===== config.mk =====
export PLATFORM = sky130hd
export DESIGN_NAME = cubic_res_packer
export DESIGN_NICKNAME = d
export VERILOG_FILES = /design/src/rtl/cubic_res_packer.sv
export SDC_FILE = /design/constraint.sdc
export NUM_CORES = 2
export LEC_CHECK = 0
export CORE_UTILIZATION = 51
export CTS_CLUSTER_SIZE = 40
export DETAILED_ROUTE_END_ITERATION = 7
export GPL_TIMING_DRIVEN = 0
export PLACE_DENSITY = 0.76
export SYNTH_ARGS = -nofsm -noshare
export SYNTH_HDL_FRONTEND = slang
export SYNTH_SLANG_ARGS = --single-unit
export TNS_END_PERCENT = 20

===== constraint.sdc =====
create_clock -name clock -period 19.9 [get_ports clock]
set_clock_uncertainty 0.2 [all_clocks]
set_input_delay 5.97 -clock clock [delete_from_list [all_inputs] [get_ports clock]]
set_output_delay 5.97 -clock clock [all_outputs]
set_load 0.05 [all_outputs]

===== src/rtl/cubic_res_packer.sv =====
// Packs per-channel result vectors into wide output-buffer words, PACK vectors
// per word, and streams the words to the buffer through a 2-entry queue.
module cubic_res_packer #(
  parameter int SIZE     = 8,
  parameter int DATA_WID = 16,
  parameter int PACK     = 4,
  parameter int ADDR_WID = 10
) (
  input  logic                           clock,
  input  logic                           rst,
  input  logic                           new_tile,
  input  logic [ADDR_WID-1:0]            tile_base_addr,
  input  logic [5:0]                     out_height,
  input  logic [5:0]                     out_length,
  input  logic                           res_valid,
  input  logic [DATA_WID*SIZE-1:0]       res_pool,
  input  logic                           wr_ready,
  output logic                           wr_en,
  output logic [ADDR_WID-1:0]            wr_addr,
  output logic [PACK*DATA_WID*SIZE-1:0]  wr_data,
  output logic [PACK-1:0]                wr_mask,
  output logic                           busy,
  output logic                           tile_done,
  output logic                           overflow_err
);

  localparam int VEC_W  = DATA_WID * SIZE;
  localparam int WORD_W = PACK * VEC_W;
  localparam int SLOT_W = (PACK > 1) ? $clog2(PACK) : 1;
  localparam logic [SLOT_W-1:0] SLOT_LAST = SLOT_W'(PACK - 1);

  typedef enum logic [1:0] {ST_IDLE, ST_PACK, ST_DRAIN, ST_DONE} state_t;

  state_t                state, state_nxt;
  logic [11:0]           total, vec_cnt, total_in;
  logic [SLOT_W-1:0]     slot_cnt;
  logic [ADDR_WID-1:0]   addr_q;
  logic [WORD_W-1:0]     pack_data, pack_nxt;
  logic [PACK-1:0]       pack_mask, mask_nxt;
  logic [WORD_W-1:0]     q_data [2];
  logic [PACK-1:0]       q_mask [2];
  logic                  rd_ptr, wr_ptr;
  logic [1:0]            q_cnt;
  logic                  start, accept, last_vec, push, pop, push_ok, drop;

  assign total_in = {6'd0, out_height} * {6'd0, out_length};
  assign start    = (state == ST_IDLE) && new_tile;
  assign accept   = (state == ST_PACK) && res_valid;
  assign last_vec = (vec_cnt + 12'd1) == total;
  assign push     = accept && ((slot_cnt == SLOT_LAST) || last_vec);
  assign pop      = (q_cnt != 2'd0) && wr_ready;
  // A full queue can still take a word when its head leaves on the same edge.
  assign push_ok  = push && ((q_cnt != 2'd2) || pop);
  assign drop     = push && !push_ok;

  assign wr_en     = (q_cnt != 2'd0);
  assign wr_addr   = addr_q;
  assign wr_data   = wr_en ? q_data[rd_ptr] : '0;
  assign wr_mask   = wr_en ? q_mask[rd_ptr] : '0;
  assign busy      = (state != ST_IDLE);
  assign tile_done = (state == ST_DONE);

  // Merge the incoming vector into the slot currently being filled.
  always_comb begin
    pack_nxt = pack_data;
    mask_nxt = pack_mask;
    for (int k = 0; k < PACK; k++) begin
      if (slot_cnt == SLOT_W'(k)) begin
        pack_nxt[k*VEC_W +: VEC_W] = res_pool;
        mask_nxt[k] = 1'b1;
      end
    end
  end

  // State register.
  always_ff @(posedge clock) begin
    if (rst) state <= ST_IDLE;
    else     state <= state_nxt;
  end

  // Next-state logic.
  always_comb begin
    state_nxt = state;
    case (state)
      ST_IDLE:  if (new_tile) state_nxt = (total_in == 12'd0) ? ST_DONE : ST_PACK;
      ST_PACK:  if (push && last_vec) state_nxt = ST_DRAIN;
      ST_DRAIN: if (q_cnt == 2'd0) state_nxt = ST_DONE;
      ST_DONE:  state_nxt = ST_IDLE;
      default:  state_nxt = ST_IDLE;
    endcase
  end

  // Control: counters, address, queue pointers and the sticky error flag.
  always_ff @(posedge clock) begin
    if (rst) begin
      total        <= '0;
      vec_cnt      <= '0;
      slot_cnt     <= '0;
      pack_mask    <= '0;
      addr_q       <= '0;
      rd_ptr       <= 1'b0;
      wr_ptr       <= 1'b0;
      q_cnt        <= 2'd0;
      overflow_err <= 1'b0;
    end else begin
      if (start) begin
        total     <= total_in;
        vec_cnt   <= '0;
        slot_cnt  <= '0;
        pack_mask <= '0;
        addr_q    <= tile_base_addr;
      end else if (pop) begin
        addr_q    <= addr_q + 1'b1;
      end
      if (accept) begin
        vec_cnt   <= vec_cnt + 12'd1;
        slot_cnt  <= push ? '0 : slot_cnt + 1'b1;
        pack_mask <= push ? '0 : mask_nxt;
      end
      if (pop)     rd_ptr <= ~rd_ptr;
      if (push_ok) wr_ptr <= ~wr_ptr;
      q_cnt <= q_cnt + {1'b0, push_ok} - {1'b0, pop};
      if (drop || (res_valid && ((state == ST_IDLE) || (state == ST_DONE))))
        overflow_err <= 1'b1;
    end
  end

  // Datapath: word assembly and queue storage; validity is tracked by control.
  always_ff @(posedge clock) begin
    if (start)       pack_data <= '0;
    else if (accept) pack_data <= push ? '0 : pack_nxt;
    if (push_ok) begin
      q_data[wr_ptr] <= pack_nxt;
      q_mask[wr_ptr] <= mask_nxt;
    end
  end

endmodule


==> impl_results.md <==
* Status: finished, final reports clean
* Area after DPL at 74200 sq um
* Total of max-cap violations at 0
* Minimum clock period after layout at 11000 ps
* Pwr Total at 0.0129 W
* Async SR Flop Fraction at 0%
* Largest stage delay, worst path at 880 ps
* Total core area at 126000 sq um
* Largest net degree at the start of global routing at 116
* Seq/Total Area, Yosys at 65.1%
* Critical path capture point type: output port
* Vias per cell at 5.55
* DR pass1 iterations at 6
* Footprint of the multi-input gates at 21000 sq um
* Top FF cell, synth: edfxtp_1
* Vias in the first global route at 42400
* Post_cts resized at 0
* VDD IR max at 0.141 mV
* Power Dens Cells at 162 nW/um^2
* Synth cell types at 54
* CTS Root Cell: clkbuf_16
* Slowest cell on the critical path: clkbuf_2
* Final setup vio count at 0
* Reg clk slew, reported paths at 60 ps
* Comb power frac at 43.4%
* Post-DP HPWL at 129000 um
* Die Height at 358 um
* WP data arrival at 4830 ps
* WP data required at 13730 ps
* Slew @ Worst Pin at 1420 ps
* Mean Syn Cell Area at 12.6 sq um
* CTS Sinks at 1592
* I/O Pins at 685
* Post-synth top cells: nor2_1 (1336), edfxtp_1 (1032), dfxtp_1 (560), mux2i_1 (517), mux2_2 (512)
* Sw Share at 40.9%
* CTS Buf Count at 159
* Crit-path most repeated cell: clkbuf_2
* Die Wd at 358 um
* # DRC at 0
* Internal power at 0.00760 W
* WL/cell at 23.8 um
* GP Congestion at 0.879
* # rows at 130
* #FFs+latches synth at 1592
* Post-synth EDFFs at 1032
* Clk pwr share at 23.4%
* Most frequent cell after synthesis: nor2_1
* Initial cell density of the core at 51.5%
* Yosys top cell area share at 47.8%
* Proportion of layout cells with a drive suffix above 1 at 14.0%
* Net Switching at 0.00527 W
* First-pass GRT wire length at 268000 um
* Final Net Count at 6217
* Via count at 43400
* Crit path launch type: register
* Critical-path maximum fanout at 12
* I/O Buffers at 683
* CTS tree: built
* Period utilization at 55.3%
* Cell count after synthesis at 5150
* Hold WS at 233 ps
* Largest area contributor in the netlist: edfxtp_1
* Final ANT Viol Nets at 0
* Hold_sp: pack_mask[3]$_SDFFE_PP0P_
* CTS Hold Bufs at 0
* Slew Limit Fails at 0
* CP Class: reg2out
* Hold Vio Cnt, Final at 0
* GRT overflow at 0
* Max frequency at 0.0909 GHz
* Design Area, Final at 79600 sq um
* H-tree Lvls at 4
* Synth-to-Final Area Change at 22.8%
* Post-Syn Area at 64800 sq um
* Layout fillers at 9452
* Flop pwr share at 33.1%
* Leakage at 27.6 nW
* Synthesis warning total at 0
* Register Area at 42200 sq um
* Unrepaired setup endpoints after global routing: false
* Crit path cell chain: clkbuf_1 > clkbuf_2 > clkbuf_2 > buf_1 > mux2i_1 > nor2_1 > clkdlybuf4s50_1
* Net Count, Synth at 5355
* R2r startpoint: vec_cnt[0]$_SDFFE_PP0P_
* Core Util, Final at 63.2%
* Worst-Skew Late Latency at 760 ps
* Slew headroom at 5.60%
* Max clock buf depth at 3
* Total GRT Usage at 28.4%
* Synth area leaders: edfxtp_1 (48%), dfxtp_1 (17%), mux2_2 (8.9%)
* Iter 0 DRT Violations at 3864
* Hold Path Class: reg2reg
* Die area at 129000 sq um
* Initial antenna violation count at 28
* Post-CTS setup buffer count at 0
* DRT Wirelength at 186000 um
layout make-up:
cell class                      count  area share (%)
Clock inverter                     65           0.925
Antenna cell                       15          0.0472
Buffer                            334            1.84
Timing Repair Buffer              701            9.20
Inverter                           39           0.193
Tap cell                         1650            2.59
Clock buffer                      232            5.73
Sequential cell                  1592            53.0
Multi-Input combinational cell   3185            26.4
logic make-up after synthesis:
logic type / count (synthesis) / synth area share, %
fa+ha+maj: 50 / 1.16
buf+inv: 373 / 2.45
compound gates: 84 / 0.861
simple gates: 1991 / 13.1
xor+xnor: 31 / 0.419
mux: 1029 / 16.9
flops: 1592 / 65.1
critical path, delay by kind of cell, from the launching register on:
family                 cells  cell delay [ps]
buffers and inverters      5             3260
muxes                      1              180
DFF                        1              310
and+or+nand+nor            1              310
flip-flops by register name (all words and copies together), names as in the netlist, named ones only:
signal        cells
slot_cnt          2
rd_ptr            1
total            12
q_cnt             2
wr_addr          10
pack_data       512
state             2
wr_ptr            1
q_data         1024
pack_mask         4
q_mask            8
overflow_err      1
vec_cnt          12
power by group through the flow:
stage	Combinational, W	Clock (W)	Sequential [W]
global placement	0.00545	0	0.00432
CTS	0.00559	0.00304	0.00426
finish	0.00559	0.00302	0.00426
global route	0.00589	0.00319	0.00430
detailed placement	0.00556	0	0.00433
floorplan	0.00359	0	0.00431
through the flow:
stage / instances / TNS, ps / worst slack [ps]
floorplan: 5150 / 0 / 558
global placement: 7483 / -6708750 / -7470
detailed placement: 7501 / 0 / 9470
CTS: 7798 / 0 / 8830
global route: 7799 / 0 / 8800
finish: 7813 / 0 / 8900
routing by layer:
layer | up-vias | wire length, um | global-route usage, %
met3 | 338 | 16000 | 5.84
met2 | 1825 | 90400 | 46.8
li1 | 19800 | - | -
met1 | 21400 | 73100 | 36.7
met4 | 16 | 6440 | 11.2
met5 | - | 121 | 0
worst paths after layout:
check | slack, ps | cells after the start | to
worst max register to register | 14680 | 11 | q_data[0][482]$_DFFE_PP_
worst min register to register | 230 | 2 | pack_mask[3]$_SDFFE_PP0P_
worst max-delay path | 8900 | 7 | wr_data[431]
worst min-delay path | 230 | 2 | pack_mask[3]$_SDFFE_PP0P_
cells in the final DEF, fill, tap and decap left out, drive strengths merged, types with 15 or more instances in the layout:
master	netlist	layout
o21ai	17	17
inv	39	49
buf	108	126
diode	0	15
fa	17	17
clkdlybuf4s50	0	683
clkinv	0	42
and2	163	163
clkbuf	226	458
mux2i	517	517
xor2	18	18
nor2	1336	1336
edfxtp	1032	1032
nor3	396	396
a21oi	26	26
dfxtp	560	560
mux2	512	512
ha	33	33
nand2	47	47
(Power assumes the default switching activity.)
